===== config.mk =====
export PLATFORM = sky130hd
export DESIGN_NAME = arbiter
export DESIGN_NICKNAME = d
export VERILOG_FILES = /design/src/rtl/arbiter.sv
export SDC_FILE = /design/constraint.sdc
export NUM_CORES = 1
export LEC_CHECK = 0
export CORE_MARGIN = 2
export CORE_UTILIZATION = 27
export CTS_CLUSTER_SIZE = 40
export DETAILED_ROUTE_END_ITERATION = 10
export GPL_ROUTABILITY_DRIVEN = 1
export PLACE_DENSITY = 0.47
export SETUP_SLACK_MARGIN = 0.5
export SLEW_MARGIN = 0
export SYNTH_ARGS = -nofsm -noshare
export SYNTH_HDL_FRONTEND = slang
export SYNTH_SLANG_ARGS = --single-unit

===== constraint.sdc =====
create_clock -name clk -period 1.4 [get_ports clk]
set_input_delay 0.14 -clock clk [delete_from_list [all_inputs] [get_ports clk]]
set_output_delay 0.14 -clock clk [all_outputs]
set_load 0.03 [all_outputs]

===== src/rtl/arbiter.sv =====
// rtl/arbiter.sv - two-master / three-slave bus arbiter with serial slave addressing
module arbiter (
  input  logic       clk,
  input  logic       reset,
  input  logic       m1_request,
  input  logic       m2_request,
  input  logic       slave_select,
  output logic       m1_grant,
  output logic       m2_grant,
  output logic       busy,
  output logic [1:0] bus_grant,
  output logic [2:0] slave_grant
);

  typedef enum logic [2:0] {
    IDLE       = 3'd0,
    WAIT_START = 3'd1,
    ADDR0      = 3'd2,
    ADDR1      = 3'd3,
    CONNECTED  = 3'd4
  } state_t;

  state_t     state, state_next;
  logic [1:0] addr_sr, addr_sr_next;
  logic       m1_grant_next, m2_grant_next, busy_next;
  logic [1:0] bus_grant_next;
  logic [2:0] slave_grant_next;
  logic       owner_request;
  logic [1:0] addr_full;

  // The current owner's request; the other master's request is never looked at while busy.
  assign owner_request = m1_grant ? m1_request : m2_request;

  // Full address at the ADDR1 edge: live bit is addr[1], shifted bit is addr[0].
  assign addr_full = {slave_select, addr_sr[1]};

  // State, address shift register and all registered outputs.
  always_ff @(posedge clk or posedge reset) begin
    if (reset) begin
      state       <= IDLE;
      addr_sr     <= 2'b00;
      m1_grant    <= 1'b0;
      m2_grant    <= 1'b0;
      busy        <= 1'b0;
      bus_grant   <= 2'b00;
      slave_grant <= 3'b000;
    end else begin
      state       <= state_next;
      addr_sr     <= addr_sr_next;
      m1_grant    <= m1_grant_next;
      m2_grant    <= m2_grant_next;
      busy        <= busy_next;
      bus_grant   <= bus_grant_next;
      slave_grant <= slave_grant_next;
    end
  end

  // Next-state and next-output logic: arbitration in IDLE, frame decode while owned.
  always_comb begin
    state_next       = state;
    addr_sr_next     = addr_sr;
    m1_grant_next    = m1_grant;
    m2_grant_next    = m2_grant;
    bus_grant_next   = bus_grant;
    slave_grant_next = slave_grant;

    if (state == IDLE) begin
      slave_grant_next = 3'b000;
      addr_sr_next     = 2'b00;
      if (m1_request) begin
        state_next     = WAIT_START;
        m1_grant_next  = 1'b1;
        m2_grant_next  = 1'b0;
        bus_grant_next = 2'b01;
      end else if (m2_request) begin
        state_next     = WAIT_START;
        m1_grant_next  = 1'b0;
        m2_grant_next  = 1'b1;
        bus_grant_next = 2'b10;
      end else begin
        m1_grant_next  = 1'b0;
        m2_grant_next  = 1'b0;
        bus_grant_next = 2'b00;
      end
    end else if (!owner_request) begin
      // Release wins over any frame progress; the next owner is picked from IDLE.
      state_next       = IDLE;
      addr_sr_next     = 2'b00;
      m1_grant_next    = 1'b0;
      m2_grant_next    = 1'b0;
      bus_grant_next   = 2'b00;
      slave_grant_next = 3'b000;
    end else begin
      case (state)
        WAIT_START: begin
          if (slave_select) state_next = ADDR0;
        end
        ADDR0: begin
          addr_sr_next = {slave_select, addr_sr[1]};
          state_next   = ADDR1;
        end
        ADDR1: begin
          addr_sr_next = {slave_select, addr_sr[1]};
          state_next   = CONNECTED;
          case (addr_full)
            2'd0:    slave_grant_next = 3'b001;
            2'd1:    slave_grant_next = 3'b010;
            2'd2:    slave_grant_next = 3'b100;
            default: slave_grant_next = 3'b000;
          endcase
        end
        CONNECTED: begin
          state_next = CONNECTED;
        end
        default: begin
          state_next       = IDLE;
          m1_grant_next    = 1'b0;
          m2_grant_next    = 1'b0;
          bus_grant_next   = 2'b00;
          slave_grant_next = 3'b000;
        end
      endcase
    end

    busy_next = m1_grant_next | m2_grant_next;
  end

endmodule


### Word-level counts from Yosys, hierarchy flattened

Cells that the tools add are included.

| storage, ports and cells | value |
|---|---|
| output and inout port bits | 8 |
| flip-flop bits (word level) | 13 |
| word-level logic and storage cells | 54 |
| bits of input ports | 5 |

| operators by class | value |
|---|---|
| bitwise logic cells | 1 |
| reductions and logical operators | 7 |
| multiplexer cells | 28 |
| eq/ne operators | 11 |

Operators with widths:

| cell | number |
|---|---|
| 3-bit 2-to-1 mux | 7 |
| 3-bit one-hot mux with 3 select lines | 2 |
| 2-bit 2-to-1 mux | 8 |
| 1-bit 2-to-1 mux | 10 |
| 3-bit by 2-bit != test with 1-bit output, second input constant | 3 |
| 3-bit by 2-bit == test with 1-bit output, second input constant | 2 |
| 3-bit one-hot mux with 2 select lines | 1 |
| 4-bit != test, second input constant | 1 |
| 2-bit OR reduction | 2 |
| 4-bit OR reduction | 1 |
| 3-bit by 1-bit == test with 1-bit output, second input constant | 1 |
| 3-bit == test, second input constant | 1 |
| 3-bit logical NOT | 1 |
| 3-bit != test, second input constant | 1 |
| 3-bit OR reduction | 1 |
| 2-bit by 1-bit == test with 1-bit output, second input constant | 1 |
| 2-bit == test, second input constant | 1 |
| 2-bit logical NOT | 1 |
| 2-bit AND reduction | 1 |
| 1-bit OR | 1 |

### Depth between registers and ports, before layout

Gate-level depths: netlist of the first run.

| depth | value |
|---|---|
| depth in word-level cells | 6 |
| gate-level depth with buffers | 4 |
| mapped depth without buffers | 3 |

### Least setup slack after synthesis of the first run

OpenSTA, ideal clock, no wires.

| timing path | value |
|---|---|
| path kind | register to register |
| start point | register m1_grant |
| end point | register bus_grant[0] |
| arrival | 1.326 ns |
| period minus slack after synthesis | 1.447 ns |
| stages on the path, launching flop included | 4 |
| slack | -0.047 ns |
| data required time | 1.278 ns |
| buffers on the path | 0 |
| setup time | 0.122 ns |
| path through | dfrtp_1 > mux2i_2 > nor2_1 > a32o_1 |

| on the way | value |
|---|---|
| longest elaborated chain between the ends | 3 |
| elaborated cells between the ends (all ways) | 4 |
| those cells by class | eq/ne: 1; mux: 3 |

Ends and longest elaborated chain:

| element | RTL line | RTL |
|---|---|---|
| from (decl) | 8 | `output logic m1_grant,` |
| from (signal assigned) | 50 | `m1_grant <= m1_grant_next;` |
| 1-bit 2-to-1 mux (*) | 32 | `assign owner_request = m1_grant ? m1_request : m2_request;` |
| 2-bit 2-to-1 mux | 85 | `end else if (!owner_request) begin` |
| 2-bit 2-to-1 mux | 67 | `if (state == IDLE) begin` |
| to (signal assigned) | 53 | `bus_grant <= bus_grant_next;` |
| to (decl) | 11 | `output logic [1:0] bus_grant,` |

Every way passes the cells marked *; elsewhere a longest branch is shown, timed or not.
A chain may end at the register's enable or synchronous reset.

### Worst setup path after layout of the first run

| timing path | value |
|---|---|
| start point | register state[1] |
| end point | register slave_grant[2] |

| on the way | value |
|---|---|
| longest elaborated chain between the ends | 5 |
| elaborated cells between the ends (all ways) | 10 |
| those cells by class | eq/ne: 5; mux: 3; reduce/logical: 2 |

Ends and longest elaborated chain:

| element | RTL line | RTL |
|---|---|---|
| from (decl) | 23 | `state_t state, state_next;` |
| from (signal assigned) | 48 | `state <= state_next;` |
| 3-bit == test (tied with other cells) | 94 | `case (state)` |
| 3-bit OR reduction (no source line) | n/a |  |
| 3-bit one-hot mux with 2 select lines | 94 |  |
| 3-bit 2-to-1 mux | 85 |  |
| 3-bit 2-to-1 mux | 67 |  |
| to (signal assigned) | 54 | `slave_grant <= slave_grant_next;` |
| to (decl) | 12 | `output logic [2:0] slave_grant` |

Parallel ways exist; a longest one is shown, timed or not.

==> metrics.txt, run 1 <==
Fill cells=roughly 210; met1 capacity usage during global routing=between 10% and 20%; number of DRC markers in iteration 0=4; Post-Synthesis Mean Instance Area=10.19 um^2; Max Clk Rate=between 0.8 and 0.9 GHz; All-Layer GR Usage=approximately an eighth; chip width=approximately 52 um; Core Footprint=between 2000 and 2500 um^2; number of buffers added on ports=12; number of I/O pins=13; final cell count without fillers=between 100 and 150; signed area change from the synthesized netlist to the final layout=70.49%; kind of cell adding the most delay to the critical path=flip-flops; final global-route overflow total=0; number of global-route vias before repair=~560; number of search-and-repair iterations in the first detailed-routing pass=2; Clock Latency Late Sink=about 0.28 ns; num rows=17; final clock period utilization by the worst path=85.94%; post-synthesis sequential area ratio=approximately 48%; Final Hold Fails=0; post-cts hold buffer count=0; CTS root buf=sky130_fd_sc_hd__clkbuf_4; Buffers & Inverters on Critical Path=0; kind of start point of the critical path=register; cell total after placement=roughly 110; Max stage delay on crit path=about 0.46 ns; fraction of layout instances using a drive strength above 1=48.45%; Slew Limit Headroom=67.54%; clock buffer count from CTS=3; initial antenna violation count=0; FF+latch count, synth=12; global placer's final weighted congestion=0.6950; clock tree from TritonCTS=yes; Worst Setup Path Type=register to register; # setup viols final=0; Crit-path slowest cell=sky130_fd_sc_hd__dfrtp_2; global-route wire length before repair=between 2000 and 3000 um; net count after synthesis=between 60 and 70; combined area of all synthesized cells=631.9 um^2; Sink Count=12; worst min-delay path category=input port to asynchronous set/reset pin; Slew Limit Fails=0; required time worst endpoint=between 1.5 and 2 ns; Remaining DRCs=0; yosys warns=0; Total Routed Length=1556 um; clock-pin slew on the worst setup and hold paths=roughly 0.08 ns; leakage power total=0.4738 nW; largest net degree at the start of global routing=13; layer carrying the most global-route usage=met2; Design Power=0.002098 W; vertical die dimension=52.38 um; Global Route met2 Usage=21.46%; worst slew pin tran=0.4864 ns; cell-by-cell trace of the critical path=or3b_1 > o21ai_2 > a32o_1; nature of the critical path endpoint=register; Worst Path Arrival=1.42 ns; count of inserted antenna diode cells=0; count of distinct cell types in the synthesized netlist=28; gate count after technology mapping=62; initial standard-cell utilization of the core=approximately 29%; overall die area=2743 um^2; Worst VDD drop=0.001032 V; clock skew after layout=0.001812 ns; via density per instance=roughly 4.8; antenna-violating nets left=0; M3 GR Usage=5.143%; fin crit period=~1.2 ns; number of max-cap violations=0; PD cells=approximately 2000 nW/um^2; unrepaired setup endpoints after global routing=true; via count of the routed design=between 600 and 700; result of the run=completed; post-detail-place hpwl=around 1000 um; largest fanout on the critical path=5; routed len/inst=~12 um; Layout Nets=about 100; buffer levels on the longest clock path=2; maximum level of the CTS H-tree=1
[placed cells by master (no fill, tap or decap), drive strengths merged]
master,n
buf,29
dfrtp,12
o21ai,7
a21oi,5
nand2,4
clkdlybuf4s50,4
clkbuf,4
a32o,3
nor2b,3
nor3,3
nand3b,2
inv,2
nand2b,2
nand4,2
o211ai,2
nor2,2
mux2i,1
mux2,1
xnor2,1
or3b,1
nor4b,1
a31o,1
a21o,1
o21bai,1
a21boi,1
and3b,1
and2b,1
[per-layer routing]
layer  wire length [um]  vias to the layer above
met5                  0                        -
met4                 19                        0
met3                 55                        4
met2                754                       11
met1                727                      288
li1                   -                      301
[stage by stage]
step	cell area (um^2)	utilization, %	worst slack [ns]	hold slack (ns)	setup TNS, ns
after floorplan	650.6	-	0.1194	0.004631	0
after global placement	833.3	37.67	-0.01117	0.4939	-0.02016
final	1077	48.70	0.1968	0.1704	0
after detailed placement	833.3	37.67	-0.01238	0.4893	-0.02103
after global routing	1077	48.70	0.1406	0.2098	0
after CTS	991.0	44.80	0.1858	0.1866	0
[where the power goes]
| group | switching, W | internal, W | leakage, nW |
|---|---|---|---|
| sequential | 0.000137 | 0.000454 | 0.153 |
| combinational | 0.000544 | 0.000678 | 0.300 |
| clock | 0.000126 | 0.000158 | 0.0210 |
| total | 0.000807 | 0.00129 | 0.474 |
[final timing paths]
path / slack (ns) / startpoint / to / cells past startpoint
max: 0.20 / state[1] / slave_grant[2] / 3
min: 0.17 / reset / slave_grant[1] / 2
max reg2reg: 0.20 / state[1] / slave_grant[2] / 3
min reg2reg: 0.54 / slave_grant[1] / slave_grant[1] / 1
max in group asynchronous: 0.87 / reset / m1_grant / 2
min in group clk: 0.54 / slave_grant[1] / slave_grant[1] / 1
[cells by family (layout without fill, tap and decap cells)]
family	Yosys count	count (layout)	share of synthesized area [%]
simple gates	22	22	22.38
compound gates	21	21	22.18
flops	12	12	47.53
buf+inv	4	39	2.573
mux	2	2	3.960
xor+xnor	1	1	1.386
[flip-flops by register name (all words and copies together) (netlist names)]
name / flops
addr_sr: 1
state: 3
m1_grant: 1
slave_grant: 3
m2_grant: 1
busy: 1
bus_grant: 2
[layout make-up]
class | instances | area (um^2) | share of cell area, %
multi-input combinational | 46 | 365.4 | 33.91
inverter | 2 | 7.507 | 0.6969
clock buffer | 4 | 36.28 | 3.368
tap | 28 | 35.03 | 3.252
sequential | 12 | 305.3 | 28.34
timing repair buffer | 33 | 327.8 | 30.43
[worst register-to-register path: stages, from the launching register on]
cell                      delay (ns)
sky130_fd_sc_hd__dfrtp_2        0.46
sky130_fd_sc_hd__or3b_1         0.40
sky130_fd_sc_hd__o21ai_2        0.10
sky130_fd_sc_hd__a32o_1         0.19
[Yosys cell counts, drive strengths merged]
cell type	number	area share, %
dfrtp	12	48
o21ai	7	6.1
a21oi	5	4.0
nand2	4	2.4
a32o	3	4.8
nor2b	3	3.0
nor3	3	3.2
inv	2	1.2
nand2b	2	2.0
nand3b	2	2.4
nand4	2	2.0
nor2	2	1.2
o211ai	2	2.4
a21boi	1	1.2
a21o	1	1.2
a31o	1	1.4
and2b	1	1.2
and3b	1	1.4
buf	1	0.79
clkbuf	1	0.59
mux2	1	1.8
mux2i	1	2.2
nor4b	1	2.4
o21bai	1	1.2
or3b	1	1.4
xnor2	1	1.4
[timing repair]
| item | CTS | global route |
|---|---|---|
| setup endpoints to repair | 20 | 20 |
| gates resized for setup | 63 | 12 |
| pin swaps | 6 | 4 |
| buffers inserted | 9 | 7 |
No activity file was read; power rests on OpenSTA's default activity.
==> run 2, diff against run 1 <==
--- a/config.mk
+++ b/config.mk
@@ -5,12 +5,15 @@
 export SDC_FILE = /design/constraint.sdc
 export NUM_CORES = 1
 export LEC_CHECK = 0
+export CAP_MARGIN = 10
+export CELL_PAD_IN_SITES_DETAIL_PLACEMENT = 0
+export CELL_PAD_IN_SITES_GLOBAL_PLACEMENT = 1
 export CORE_MARGIN = 2
 export CORE_UTILIZATION = 27
 export CTS_CLUSTER_SIZE = 40
 export DETAILED_ROUTE_END_ITERATION = 10
 export GPL_ROUTABILITY_DRIVEN = 1
-export PLACE_DENSITY = 0.47
+export PLACE_DENSITY = 0.57
 export SETUP_SLACK_MARGIN = 0.5
 export SLEW_MARGIN = 0
 export SYNTH_ARGS = -nofsm -noshare
==> run 2 against run 1 <==
  * Via count down 1.3%
  * First-iteration DRC count up 130%
  * Clock skew up 0.00087 ns
  * Critical path type unchanged
==> metrics.txt, run 2 (synthesized netlist as in run 1, its figures left out) <==
result of the run=completed; register-to-register path setup slack=0.18 ns; via density per instance=roughly 4.9; Slew Limit Fails=0; Core Footprint=2212 um^2; number of global-route vias before repair=642; Fill cells=226; unrepaired setup endpoints after global routing=true; post-detail-place hpwl=between 1000 and 1500 um; Worst Setup Path Type=register to register; largest fanout on the critical path=5; cell total after placement=about 110; signed area change from the synthesized netlist to the final layout=65.94%; global placer's final weighted congestion=about 0.75; Sw Ratio=between 30% and 40%; nature of the critical path endpoint=register; fin crit period=between 1 and 1.5 ns; fin worst setup slack=between 0.15 and 0.2 ns; PD cells=roughly 2000 nW/um^2; most frequent cells in the layout=sky130_fd_sc_hd__buf_4, sky130_fd_sc_hd__buf_6, sky130_fd_sc_hd__dfrtp_1; number of max-cap violations=0; Post-Place Setup Slack=-0.01499 ns; Buffers & Inverters on Critical Path=1; global-route wire length before repair=about 2900 um; buffer levels on the longest clock path=2; kind of cell adding the most delay to the critical path=flip-flops; part of the total power dissipated in combinational logic=56.7%; clock tree from TritonCTS=yes; Slew Limit Headroom=between 60% and 70%; registers with the most flip-flops=slave_grant: 3 flops, state: 3 flops, bus_grant: 2 flops; post-cts hold buffer count=0; Internal Pwr Total=about 0.0013 W; Max Clk Rate=0.8219 GHz; fraction of power consumed by the clock network=14.2%; CTS root buf=sky130_fd_sc_hd__clkbuf_4; number of search-and-repair iterations in the first detailed-routing pass=4; final global-route overflow total=0; Total Routed Length=approximately 1600 um; kind of start point of the critical path=register; Sink Count=12; worst r2r src=state[1]; clock-pin slew on the worst setup and hold paths=about 0.08 ns; number of buffers added on ports=12; count of inserted antenna diode cells=0; worst min-delay path category=input port to asynchronous set/reset pin; most common cell after layout, fill and taps aside=sky130_fd_sc_hd__buf_4; Crit-path slowest cell=sky130_fd_sc_hd__dfrtp_2; via count of the routed design=596; num rows=17; Worst Path Arrival=1.39 ns; Remaining DRCs=0; largest net degree at the start of global routing=13; initial antenna violation count=0; initial standard-cell utilization of the core=between 20 and 30%; number of I/O pins=13; fraction of layout instances using a drive strength above 1=between 40% and 50%; Design Power=between 0.002 and 0.0025 W; Worst R2R End=bus_grant[0]; chip width=around 52 um; overall die area=around 2700 um^2; clock buffer count from CTS=3; final sum of negative setup slack=0 ns; routed len/inst=between 10 and 15 um; final clock period utilization by the worst path=between 80% and 90%; Layout Nets=100; required time worst endpoint=between 1.5 and 2 ns; leakage power total=~0.47 nW; vertical die dimension=~52 um; NetSw=between 0.0008 and 0.0009 W; final cell count without fillers=roughly 120; cell-by-cell trace of the critical path=buf_12 > nor3_4 > nor2_1 > a32o_1; Worst VDD drop=~0.0011 V; worst slew pin tran=about 0.48 ns; number of DRC markers in iteration 0=9; maximum level of the CTS H-tree=1; Clock Latency Late Sink=0.28 ns; All-Layer GR Usage=14.95%; antenna-violating nets left=0; Max stage delay on crit path=between 0.4 and 0.5 ns; Flop pwr share=29.1%; Reg2Reg Depth=4; clock skew after layout=0.002677 ns; Final Hold Fails=0; # setup viols final=0
-- run 2: changes by cell type in the layout (fill, tap and decap cells not counted) --
| cell | change |
|---|---|
| sky130_fd_sc_hd__o21ai_1 | -2 |
| sky130_fd_sc_hd__a21oi_1 | +1 |
| sky130_fd_sc_hd__buf_6 | -1 |
| sky130_fd_sc_hd__o21ai_0 | +2 |
| sky130_fd_sc_hd__buf_4 | -2 |
| sky130_fd_sc_hd__nor3_2 | +1 |
| sky130_fd_sc_hd__nand2_4 | +1 |
| sky130_fd_sc_hd__nand2_1 | -1 |
| sky130_fd_sc_hd__nor3_4 | -1 |
| sky130_fd_sc_hd__a21oi_2 | -1 |
-- run 2: timing repair --
action,CTS,global route
buffers inserted,10,3
pin swaps,9,6
endpoints found under the setup margin,20,20
resized for setup,67,5
gates cloned,0,0
-- run 2: how the worst max path moves through the flow --
| stage | from | to | slack, ns | cells after the start |
|---|---|---|---|---|
| floorplan | m1_grant | bus_grant[0] | 0.12 | 3 |
| global placement | m2_request | slave_grant[2] | 0.007 | 3 |
| detailed placement | m2_request | slave_grant[2] | -0.01 | 3 |
| CTS | state[2] | slave_grant[2] | 0.19 | 3 |
| global route | state[2] | slave_grant[1] | 0.1 | 3 |
| finish | state[1] | bus_grant[0] | 0.18 | 4 |
-- run 2: cell type report --
class,instances,area (um^2),share of cell area (%)
tap,28,35.03,3.341
multi-input combinational,46,362.8,34.61
inverter,2,7.507,0.7160
timing repair buffer,30,301.5,28.76
sequential,12,305.3,29.12
clock buffer,4,36.28,3.461
-- run 2: power groups by stage --
stage	registers (W)	clock network (W)	logic, W
after floorplan	0.000682	0	0.000407
after global placement	0.000600	0	0.000775
after detailed placement	0.000604	0	0.000775
after CTS	0.000599	0.000302	0.00113
after global routing	0.000619	0.000329	0.00125
final	0.000600	0.000292	0.00117
-- run 2: per-stage QoR --
step | util, % | cell area, um^2 | hold WS (ns)
2_1_floorplan | - | 650.6 | 0.004631
3_3_place_gp | 37.67 | 833.3 | 0.4945
3_5_place_dp | 37.67 | 833.3 | 0.4964
4_1_cts | 46.38 | 1026 | 0.1800
5_1_grt | 47.40 | 1049 | 0.2470
6_report | 47.40 | 1049 | 0.1610
-- run 2: per-layer routing --
metal | GRT usage (%) | vias to the layer above | part of all wire (%) | wire, um
met3 | 2.857 | 5 | 2.2 | 36
met2 | 24.17 | 9 | 50 | 807
li1 | - | 292 | - | -
met5 | 0 | - | 0 | 0
met4 | 10.26 | 0 | 3.1 | 51
met1 | 17.67 | 290 | 45 | 735
==> run 3, diff against run 2 <==
--- a/config.mk
+++ b/config.mk
@@ -13,7 +13,7 @@
 export CTS_CLUSTER_SIZE = 40
 export DETAILED_ROUTE_END_ITERATION = 10
 export GPL_ROUTABILITY_DRIVEN = 1
-export PLACE_DENSITY = 0.57
+export PLACE_DENSITY = 0.55
 export SETUP_SLACK_MARGIN = 0.5
 export SLEW_MARGIN = 0
 export SYNTH_ARGS = -nofsm -noshare
==> run 3 against run 2 <==
  * Clock skew rose by 0.0019 ns
  * Flip-flop and latch count is the same
  * Clock-buffer cell count did not move
  * Register-to-register slack barely moved
  * Non-clock buffer count unchanged
  * Final cell count is the same
  * Critical path depth unchanged
  * Combinational power shrank 5%
  * Wire length fell by 6.0%
  * Critical endpoint is now slave_grant[1]
  * Largest power group unchanged
  * Highest routed layer unchanged
==> metrics.txt, run 3 (synthesized netlist as in run 1, its figures left out) <==
Max Clk Rate=between 0.8 and 0.9 GHz; global-route wire length before repair=2394 um; # setup viols final=0; worst min-delay path category=input port to asynchronous set/reset pin; number of global-route vias before repair=about 540; Sink Count=12; clock buffer count from CTS=3; Total Routed Length=roughly 1500 um; result of the run=completed; registers with the most flip-flops=slave_grant: 3 flops, state: 3 flops, bus_grant: 2 flops; wire length on met2=~760 um; DRT met1 WL=around 730 um; largest net degree at the start of global routing=13; Final Hold Fails=0; initial standard-cell utilization of the core=28.56%; via density per instance=4.795; final global-route overflow total=0; met3 WL=around 24 um; CTS root buf=sky130_fd_sc_hd__clkbuf_4; Clock Latency Late Sink=0.27 ns; Highest Signal Layer=met4; Worst Setup Path Type=register to register; hold slack final=0.1791 ns; post-detail-place hpwl=1004 um; number of buffers added on ports=12; num rows=17; antenna-violating nets left=0; number of search-and-repair iterations in the first detailed-routing pass=3; Worst Path Arrival=~1.4 ns; global placer's final weighted congestion=between 0.6 and 0.7; largest fanout on the critical path=6; vertical die dimension=52.38 um; kind of start point of the critical path=register; Layout Nets=100; PD cells=approximately 1900 nW/um^2; nature of the critical path endpoint=register; Worst VDD drop=0.001023 V; overall die area=between 2000 and 3000 um^2; clock tree from TritonCTS=yes; All-Layer GR Usage=11.93%; count of inserted antenna diode cells=0; Slew Limit Headroom=between 60% and 70%; fin worst setup slack=0.1970 ns; via count of the routed design=585; number of I/O pins=13; Fill cells=between 200 and 250; chip width=approximately 52 um; Slew Limit Fails=0; worst slew pin tran=about 0.47 ns; final clock period utilization by the worst path=a little under nine tenths; Core Footprint=2212 um^2; initial antenna violation count=0; buffer levels on the longest clock path=2; Remaining DRCs=0; post-cts hold buffer count=0; required time worst endpoint=1.61 ns; maximum level of the CTS H-tree=1; number of DRC markers in iteration 0=8; most frequent cells in the layout=sky130_fd_sc_hd__buf_6, sky130_fd_sc_hd__buf_4, sky130_fd_sc_hd__dfrtp_1; unrepaired setup endpoints after global routing=true; clock-pin slew on the worst setup and hold paths=about 0.080 ns; leakage power total=between 0.4 and 0.5 nW; fraction of layout instances using a drive strength above 1=approximately 48%; fin crit period=around 1.2 ns; clock skew after layout=about 0.0046 ns; Post-Place Setup Slack=-0.01792 ns; signed area change from the synthesized netlist to the final layout=62.77%; routed len/inst=about 13 um; number of max-cap violations=0
==> run 3: metrics by stage <==
stage	total power (W)	cells	utilization (%)	setup TNS [ns]	instance area, um^2
after floorplan	0.001090	62	-	0	650.6
after global placement	0.001351	104	37.33	0	825.8
after detailed placement	0.001348	104	37.33	-0.02414	825.8
after CTS	0.001739	114	41.74	0	923.4
after global routing	0.002102	122	46.49	0	1028
final	0.001979	122	46.49	0	1028
==> run 3: layer usage <==
metal / global-route usage, % / vias up
met5: 0 / -
li1: - / 298
met2: 19.38 / 3
met1: 15.66 / 282
met4: 3.846 / 0
met3: 2.571 / 2
==> run 3: final timing paths <==
check | start | end | slack, ns | depth (start not counted)
max | state[1] | slave_grant[1] | 0.20 | 4
min | reset | addr_sr[1] | 0.18 | 2
max reg2reg | state[1] | slave_grant[1] | 0.20 | 4
min reg2reg | state[2] | state[1] | 0.57 | 1
max in group asynchronous | reset | m1_grant | 0.87 | 2
min in group clk | state[2] | state[1] | 0.57 | 1
==> run 3: what timing repair did <==
item                       4_1_cts  5_1_grt
setup endpoints to repair       20       20
cloned                           0        0
pin swaps                        6        2
buffers inserted                 6        8
gates resized for setup         57       22
==> run 3: cell type report <==
type | instances | area, um^2 | share of cell area (%)
multi-input cells | 46 | 360.3 | 35.04
flip-flops and latches | 12 | 305.3 | 29.68
repair buffers | 30 | 284.0 | 27.62
clock buffers | 4 | 36.28 | 3.528
well taps | 28 | 35.03 | 3.406
inverters | 2 | 7.507 | 0.7299
==> run 3: critical path: stages (launching register included) <==
cell	delay, ns
sky130_fd_sc_hd__dfrtp_2	0.45
sky130_fd_sc_hd__buf_4	0.17
sky130_fd_sc_hd__nand3b_1	0.15
sky130_fd_sc_hd__nor4b_2	0.25
sky130_fd_sc_hd__a31o_1	0.13
==> run 3: where the power goes <==
group	total, W	switching [W]	internal [W]
registers	0.000590	0.000135	0.000454
clock network	0.000278	0.000120	0.000158
logic	0.00111	0.000512	0.000600
total	0.00198	0.000767	0.00121
